## config.mk

```make
export PLATFORM = sky130hd
export DESIGN_NAME = timer_bus_arbiter
export DESIGN_NICKNAME = d
export VERILOG_FILES = /design/src/rtl/timer_bus_arbiter.sv
export SDC_FILE = /design/constraint.sdc
export NUM_CORES = 1
export LEC_CHECK = 0
export CAP_MARGIN = 20
export CORE_UTILIZATION = 53
export DETAILED_ROUTE_END_ITERATION = 8
export DONT_BUFFER_PORTS = 1
export PLACE_DENSITY = 0.78
export SYNTH_ARGS = -nofsm -noshare
export SYNTH_HDL_FRONTEND = slang
export SYNTH_SLANG_ARGS = --single-unit
```

## constraint.sdc

```tcl
create_clock -name clk -period 2.1 [get_ports clk]
set_input_delay 0.42 -clock clk [delete_from_list [all_inputs] [get_ports clk]]
set_output_delay 0.42 -clock clk [all_outputs]
set_load 0.005 [all_outputs]
```

## src/rtl/timer_bus_arbiter.sv

```systemverilog
// Two-requester round-robin arbiter for the timer's 8-bit APB-style register port; all outputs registered.
// Define ARB_TIMEOUT_EN to compile in the ACCESS-phase watchdog (TIMEOUT_CYC cycles without pready).
module timer_bus_arbiter #(
   parameter int TIMEOUT_CYC = 16
) (
   input  logic       clk,
   input  logic       rst,
   input  logic       req0,
   input  logic       req1,
   input  logic       we0,
   input  logic       we1,
   input  logic [7:0] addr0,
   input  logic [7:0] addr1,
   input  logic [7:0] wdata0,
   input  logic [7:0] wdata1,
   output logic       done0,
   output logic       done1,
   output logic [7:0] rdata0,
   output logic [7:0] rdata1,
   output logic       err0,
   output logic       err1,
   output logic       psel,
   output logic       penable,
   output logic       pwrite,
   output logic [7:0] paddr,
   output logic [7:0] pwdata,
   input  logic [7:0] prdata,
   input  logic       pready,
   input  logic       pslverr
);

   localparam logic [1:0] IDLE   = 2'd0;
   localparam logic [1:0] SETUP  = 2'd1;
   localparam logic [1:0] ACCESS = 2'd2;
   localparam logic [1:0] DONE   = 2'd3;

   logic [1:0] state_q, state_d;
   logic       last_q, last_d;
   logic       owner_q, owner_d;
   logic       psel_q, psel_d;
   logic       penable_q, penable_d;
   logic       pwrite_q, pwrite_d;
   logic [7:0] paddr_q, paddr_d;
   logic [7:0] pwdata_q, pwdata_d;
   logic       done0_q, done0_d;
   logic       done1_q, done1_d;
   logic [7:0] rdata0_q, rdata0_d;
   logic [7:0] rdata1_q, rdata1_d;
   logic       err0_q, err0_d;
   logic       err1_q, err1_d;
   logic       grant;
   logic       tmo_hit;

`ifdef ARB_TIMEOUT_EN
   localparam int CW = $clog2(TIMEOUT_CYC + 1);
   logic [CW-1:0] cnt_q, cnt_d;

   always_comb begin
      cnt_d = cnt_q;
      if (state_q == SETUP)
         cnt_d = '0;
      else if (state_q == ACCESS && !pready)
         cnt_d = cnt_q + 1'b1;
   end

   // This cycle is the TIMEOUT_CYC-th waiting ACCESS cycle.
   assign tmo_hit = (state_q == ACCESS) && !pready && (cnt_q == CW'(TIMEOUT_CYC - 1));

   always_ff @(posedge clk or posedge rst) begin
      if (rst) cnt_q <= '0;
      else     cnt_q <= cnt_d;
   end
`else
   logic [15:0] unused_timeout;
   assign unused_timeout = 16'(TIMEOUT_CYC);
   assign tmo_hit = 1'b0;
`endif

   // On a tie the requester not granted last wins.
   always_comb begin
      grant = 1'b0;
      if (req0 && req1) grant = ~last_q;
      else if (req1)    grant = 1'b1;
   end

   always_comb begin
      state_d  = state_q;
      last_d   = last_q;
      owner_d  = owner_q;
      pwrite_d = pwrite_q;
      paddr_d  = paddr_q;
      pwdata_d = pwdata_q;
      rdata0_d = rdata0_q;
      rdata1_d = rdata1_q;
      err0_d   = err0_q;
      err1_d   = err1_q;
      case (state_q)
         IDLE: begin
            if (req0 || req1) begin
               state_d  = SETUP;
               owner_d  = grant;
               last_d   = grant;
               pwrite_d = grant ? we1    : we0;
               paddr_d  = grant ? addr1  : addr0;
               pwdata_d = grant ? wdata1 : wdata0;
            end
         end
         SETUP: state_d = ACCESS;
         ACCESS: begin
            if (pready) begin
               state_d = DONE;
               if (!pwrite_q) begin
                  if (owner_q) rdata1_d = prdata;
                  else         rdata0_d = prdata;
               end
               if (owner_q) err1_d = pslverr;
               else         err0_d = pslverr;
            end else if (tmo_hit) begin
               state_d = DONE;
               if (owner_q) err1_d = 1'b1;
               else         err0_d = 1'b1;
            end
         end
         DONE: begin
            state_d  = IDLE;
            pwrite_d = 1'b0;
            paddr_d  = 8'h00;
            pwdata_d = 8'h00;
         end
         default: state_d = IDLE;
      endcase
   end

   // Bus controls and done pulses are registered images of the next state.
   assign psel_d    = (state_d == SETUP) || (state_d == ACCESS);
   assign penable_d = (state_d == ACCESS);
   assign done0_d   = (state_d == DONE) && !owner_d;
   assign done1_d   = (state_d == DONE) && owner_d;

   always_ff @(posedge clk or posedge rst) begin
      if (rst) begin
         state_q   <= IDLE;
         last_q    <= 1'b1;
         owner_q   <= 1'b0;
         psel_q    <= 1'b0;
         penable_q <= 1'b0;
         pwrite_q  <= 1'b0;
         paddr_q   <= 8'h00;
         pwdata_q  <= 8'h00;
         done0_q   <= 1'b0;
         done1_q   <= 1'b0;
         rdata0_q  <= 8'h00;
         rdata1_q  <= 8'h00;
         err0_q    <= 1'b0;
         err1_q    <= 1'b0;
      end else begin
         state_q   <= state_d;
         last_q    <= last_d;
         owner_q   <= owner_d;
         psel_q    <= psel_d;
         penable_q <= penable_d;
         pwrite_q  <= pwrite_d;
         paddr_q   <= paddr_d;
         pwdata_q  <= pwdata_d;
         done0_q   <= done0_d;
         done1_q   <= done1_d;
         rdata0_q  <= rdata0_d;
         rdata1_q  <= rdata1_d;
         err0_q    <= err0_d;
         err1_q    <= err1_d;
      end
   end

   assign psel    = psel_q;
   assign penable = penable_q;
   assign pwrite  = pwrite_q;
   assign paddr   = paddr_q;
   assign pwdata  = pwdata_q;
   assign done0   = done0_q;
   assign done1   = done1_q;
   assign rdata0  = rdata0_q;
   assign rdata1  = rdata1_q;
   assign err0    = err0_q;
   assign err1    = err1_q;

endmodule

```

==> flow_metrics.tcl, run 1 <==
set metrics [dict create \
    status "finished, final reports clean" \
    worst_slack_ps 239 \
    hpwl_um 2920 \
    mostFrequentLayoutCells "42 x dfrtp_1, 17 x nor4b_1, 17 x a221o_1, 10 x mux2_2, 8 x mux2_4" \
    yosys.area.top_type "dfrtp_1" \
    finalPower_mw 2.89 \
    drt.antenna.violating_nets 0 \
    reg2regPathDepth 5 \
    hold_viol_final 0 \
    grt_pass1_wl_um 5510 \
    drc 0 \
    drt_iter0_drc 46 \
    die_area_sq_um 3840 \
    peakVddDrop_mv 0.599 \
    synth_warnings 0 \
    syn_avg_cell_area_sq_um 14.3 \
    clk_latency_ps 350 \
    area_growth_pct 4.66 \
    yosysUniqueCellTypes 24 \
    setup.worst_path.start_class "flop" \
    clockBufferDepth 2 \
    synth_nets 187 \
    r2r-start "state_q[0]$_DFF_PP0_" \
    fin_crit_sh 0.886 \
    dp_slack_ps 66.1 \
    post-cts-setup-buffers 0 \
    reg2reg_to "pwdata[3]$_DFFE_PP0P_" \
    fin_crit_ps 1860 \
    port_buffers 0 \
    grt_setup_unrepaired "no" \
    clk_pin_slew_ps 110 \
    antenna_found_initial 0 \
    nets 190 \
    cpPeakStageDelay_ps 450 \
    finalSetupViolCount 0 \
    core_sq_um 3390 \
    slew_headroom 0.523 \
    synth_top_area_frac 0.551 \
    cts_root_buffer "clkbuf_4" \
    drv_slew 0 \
    power_density_nw_per_um2 1450 \
    worstSetupPathType "reg2reg" \
    drive_above_1_share 0.226 \
    synthXorXnorAreaFrac 0 \
    synth_adder_area_share 0.0394 \
    crit_path_end_kind "flop" \
    yosys-top-cells-area "dfrtp_1 55%, a221o_1 8.9%, nor4b_1 7.8%" \
    cp.buffers_inverters 1 \
    die_w_um 62.0 \
    wl_per_cell_um 21.4 \
    hold_path_class "in2reg" \
    htreeDepth 2 \
    ys_seq_area_frac 0.565 \
    worstPathArrival_ps 2150 \
    synth_compound_gate_area_share 0.110 \
    syn-instance-count 133 \
    grt_overflow 0 \
    num_io_pins 87 \
    crit_slowest_cell "nor4b_1" \
    vias 1219 \
    max_cap_violations 0 \
    grt_max_degree 22 \
    layout_commonest_cell "dfrtp_1" \
    critPathRequiredTime_ps 2380 \
    setup-tns-final_ps 0 \
    fillers 275 \
    clock_sinks 43 \
    placementRows 21 \
    place_congestion 0.701 \
    power_leakage_nw 0.873 \
    initial_core_util 0.563 \
    synth_top_family_by_area "simple AND/OR/NAND/NOR gates" \
    cp_max_fo 19 \
    clock_skew_ps 7.69 \
    numCtsBuffers 5 \
    cts_tree "done" \
    grt_pass1_vias 1225 \
    die_h_um 62.0 \
    dr.pass1.iters 4 \
    grt.total_usage 0.209 \
    diodes 0 \
    worst_pin_slew_ps 711 \
    cp-startpoint "state_q[0]$_DFF_PP0_" \
    avgViaCountPerCell 6.66 \
    whs_path_depth 1 \
    r2r_slack_ps 240 \
    fmax_mhz 537 \
    cp-endpoint "pwdata[3]$_DFFE_PP0P_" \
    synth-simple-area-share 0.125 \
    cpLargestDelayFamily "simple AND/OR/NAND/NOR gates" \
    crit_cells 5 \
    synth_seq_cells 43 \
    synth.area.mux_share 0.122 \
    netlist_area_sq_um 1910 \
    routed_wl_um 3920 \
    path_cells "inv_1 > ha_1 > nand2_1 > nor4b_1 > a221o_1" \
]
==> Yosys cell counts <==
library cell / n
nand3_1: 1
nor3_4: 1
ha_1: 6
dfstp_2: 1
dfrtp_1: 42
nor2b_1: 2
buf_6: 3
mux2_4: 8
a221o_1: 17
or2_1: 1
o21ai_0: 3
inv_1: 4
clkbuf_1: 1
buf_2: 4
o31ai_1: 1
nand2_1: 4
or3b_1: 1
nor3_2: 1
and2_1: 2
nor2_1: 1
o21ai_2: 1
nor4b_1: 17
mux2_2: 10
o2bb2ai_1: 1
==> worst register-to-register path, cell delays in order, from the launching register on <==
cell     delay [ps]
dfrtp_1         420
inv_1           120
ha_1            230
nand2_1         400
nor4b_1         450
a221o_1         170
==> worst min path at each step <==
stage / slack [ps] / start / end
final: 210 / addr0[1] / paddr[1]$_DFFE_PP0P_
after detailed placement: 360 / rst / rdata0[5]$_DFFE_PP0P_
after floorplan: 470 / last_q$_DFFE_PP1P_ / last_q$_DFFE_PP1P_
after global placement: 350 / rst / rdata0[5]$_DFFE_PP0P_
after global routing: 180 / wdata0[4] / pwdata[4]$_DFFE_PP0P_
after CTS: 190 / addr0[2] / paddr[2]$_DFFE_PP0P_
==> sequential cells by signal, indices dropped and copies added (netlist names), 2 cells and up <==
name,flops
rdata1,8
rdata0,8
pwdata,8
state_q,2
paddr,8
==> cell type report <==
type / count / area, sq um / area share
multi-input combinational: 78 / 763 / 0.382
inverter: 4 / 15.0 / 0.00752
timing repair buffer: 4 / 32.5 / 0.0163
sequential: 43 / 1080 / 0.540
clock inverter: 1 / 5.00 / 0.00251
tap: 46 / 57.6 / 0.0288
clock buffer: 7 / 45.0 / 0.0226
==> per-stage QoR <==
stage / instances / hold slack, ps / util / area [sq um]
2_1_floorplan: 133 / 470 / - / 1910
3_3_place_gp: 174 / 354 / 0.569 / 1930
3_5_place_dp: 174 / 363 / 0.569 / 1930
4_1_cts: 183 / 190 / 0.587 / 1990
5_1_grt: 183 / 183 / 0.589 / 2000
6_report: 183 / 205 / 0.589 / 2000
==> logic make-up (layout without fill, tap and decap cells) <==
family | Yosys count | in the layout
and+or+nand+nor | 31 | 31
buffers and inverters | 12 | 16
adders and majority gates | 6 | 6
DFF | 43 | 43
muxes | 18 | 18
AOI/OAI and AO/OA | 23 | 23
==> repair_timing <==
| action | in CTS | in global routing |
|---|---|---|
| resized for setup | 0 | 1 |
| endpoints found under the setup margin | 0 | 17 |
| hold buffers | 1 | 0 |
| hold endpoints to repair | 19 | 0 |
==> power by group <==
group	leakage, nW	internal [mW]	total, mW	switching (mW)
sequential	0.536	1.20	1.50	0.300
combinational	0.307	0.510	1.02	0.513
clock	0.0293	0.131	0.366	0.236
total	0.873	1.85	2.89	1.05
==> routing by layer <==
layer  up-vias  global-route usage  share of wire
li1        522                   -              -
met1       620               0.209           0.33
met2        70               0.366           0.53
met3         7              0.0849           0.12
met4         0               0.117          0.016
met5         -                   0              0
Note: power is estimated with default switching activity, not from simulation.
==> run 2, diff against run 1 <==
--- a/config.mk
+++ b/config.mk
@@ -9,7 +9,7 @@
 export CORE_UTILIZATION = 53
 export DETAILED_ROUTE_END_ITERATION = 8
 export DONT_BUFFER_PORTS = 1
-export PLACE_DENSITY = 0.78
+export PLACE_DENSITY = 0.8
 export SYNTH_ARGS = -nofsm -noshare
 export SYNTH_HDL_FRONTEND = slang
 export SYNTH_SLANG_ARGS = --single-unit
==> run 2 against run 1 <==
- combinational power about the same
- register-to-register slack about the same
- flip-flop and latch count did not move
- global-route usage fell by 1.3 points
- largest power group unchanged
==> flow_metrics.tcl, run 2 (synthesis gave the netlist of run 1 again) <==
set metrics [dict create \
    area_growth_pct 7.55 \
    path_cells "inv_1 > ha_1 > nand2_1 > nor4b_1 > a221o_1" \
    p_seq_frac 0.478 \
    power_leakage_nw 0.895 \
    die_h_um 62.0 \
    regArea_sq_um 1080 \
    crit_slowest_cell "dfrtp_1" \
    die_w_um 62.0 \
    avgViaCountPerCell 6.50 \
    hold_viol_final 0 \
    fin_crit_sh 0.883 \
    vias 1189 \
    routed_wl_um 3800 \
    p_int_mw 2.08 \
    status "finished, final reports clean" \
    num_io_pins 87 \
    swShare 0.336 \
    die_area_sq_um 3840 \
    clk_latency_ps 350 \
    cpPeakStageDelay_ps 430 \
    setup.worst_path.start_class "flop" \
    mostFrequentLayoutCells "42 x dfrtp_1, 17 x nor4b_1, 17 x a221o_1, 10 x mux2_2, 8 x mux2_4" \
    drc 0 \
    worst_pin_slew_ps 695 \
    worstPathArrival_ps 2140 \
    layout_commonest_cell "dfrtp_1" \
    place_congestion 0.727 \
    grt.total_usage 0.196 \
    clockBufferDepth 2 \
    multiInputGateArea_sq_um 763 \
    initial_core_util 0.563 \
    power.share.clock 0.200 \
    drt_iter0_drc 50 \
    post-cts-setup-buffers 0 \
    fmax_mhz 540 \
    slew_headroom 0.534 \
    cts_tree "done" \
    numCtsBuffers 5 \
    dp.cells 174 \
    dr.pass1.iters 4 \
    htreeDepth 2 \
    finalSetupViolCount 0 \
    cpLargestDelayFamily "simple AND/OR/NAND/NOR gates" \
    antenna_found_initial 0 \
    max_cap_violations 0 \
    hpwl_um 2830 \
    hold_path_class "in2reg" \
    nets 190 \
    clock_skew_ps 15.5 \
    cts_root_buffer "clkbuf_4" \
    core_sq_um 3390 \
    clock_sinks 43 \
    peakVddDrop_mv 0.515 \
    fillers 268 \
    drive_above_1_share 0.241 \
    diodes 0 \
    grt_pass1_wl_um 5210 \
    comb_power_share 0.322 \
    grt_pass1_vias 1161 \
    port_buffers 0 \
    cp.buffers_inverters 1 \
    drv_slew 0 \
    wl_per_cell_um 20.8 \
    final_cells 183 \
    clk_pin_slew_ps 130 \
    grt_setup_unrepaired "no" \
    cp_max_fo 19 \
    grt_max_degree 22 \
    setup-tns-final_ps 0 \
    placementRows 21 \
    critPathRequiredTime_ps 2390 \
    drt.antenna.violating_nets 0 \
    worstSetupPathType "reg2reg" \
    power.switching_mw 1.05 \
    grt_overflow 0 \
    r2r_slack_ps 250 \
    crit_path_end_kind "flop" \
    fin_crit_ps 1850 \
    power_density_nw_per_um2 1530 \
]
run 2: cell types whose count changed in the layout (fill, tap and decap cells not counted):
cell        previous run  this run
bufinv_16              0         2
clkbuf_1               2         0
clkinv_2               1         0
clkinvlp_4             0         1
run 2: power groups by stage:
stage | clock (mW) | combinational (mW) | sequential, mW
after floorplan | 0 | 0.895 | 1.43
after global placement | 0 | 0.934 | 1.50
after detailed placement | 0 | 1.01 | 1.51
after CTS | 0.645 | 1.02 | 1.50
after global routing | 0.679 | 1.12 | 1.55
final | 0.628 | 1.01 | 1.50
run 2: final timing paths:
path | startpoint | endpoint | cells after the start
min in group asynchronous | rst | rdata1[1]$_DFFE_PP0P_ | 2
max | state_q[0]$_DFF_PP0_ | pwdata[4]$_DFFE_PP0P_ | 5
max reg2reg | state_q[0]$_DFF_PP0_ | pwdata[4]$_DFFE_PP0P_ | 5
max in group asynchronous | rst | last_q$_DFFE_PP1P_ | 3
min | we0 | pwrite$_DFFE_PP0P_ | 1
min reg2reg | last_q$_DFFE_PP1P_ | last_q$_DFFE_PP1P_ | 2
run 2: layer usage:
metal  track usage  wire length, um  up-vias
li1              -                -      514
met1         0.205             1380      601
met2         0.345             1990       65
met3        0.0787              380        9
met4        0.0857               51        0
met5             0                0        -
run 2: worst register-to-register path, delay by kind of cell (launching register included):
kind,cells,cell delay (ps)
AOI/OAI and AO/OA,1,160
adders and majority gates,1,250
buffers and inverters,1,120
and+or+nand+nor,2,830
DFF,1,430
run 2: cell type report:
| cell class | count | share of cell area |
|---|---|---|
| well taps | 46 | 0.0281 |
| flip-flops and latches | 43 | 0.525 |
| multi-input cells | 78 | 0.372 |
| inverters | 4 | 0.00732 |
| clock buffers | 5 | 0.0183 |
| clock inverters | 3 | 0.0329 |
| repair buffers | 4 | 0.0159 |
run 2: timing repair:
item	CTS	global route
hold buffers	1	0
endpoints found under the hold margin	19	0
gates resized for setup	0	1
setup endpoints to repair	0	16
run 2: through the flow:
| stage | instance area (sq um) | total power [mW] | worst slack [ps] | hold slack (ps) | utilization |
|---|---|---|---|---|---|
| floorplan | 1910 | 2.33 | 555 | 470 | - |
| global placement | 1930 | 2.44 | 231 | 348 | 0.569 |
| detailed placement | 1930 | 2.53 | 95.5 | 358 | 0.569 |
| CTS | 2040 | 3.16 | 50.7 | 187 | 0.603 |
| global route | 2050 | 3.35 | 101 | 177 | 0.605 |
| finish | 2050 | 3.14 | 247 | 200 | 0.605 |
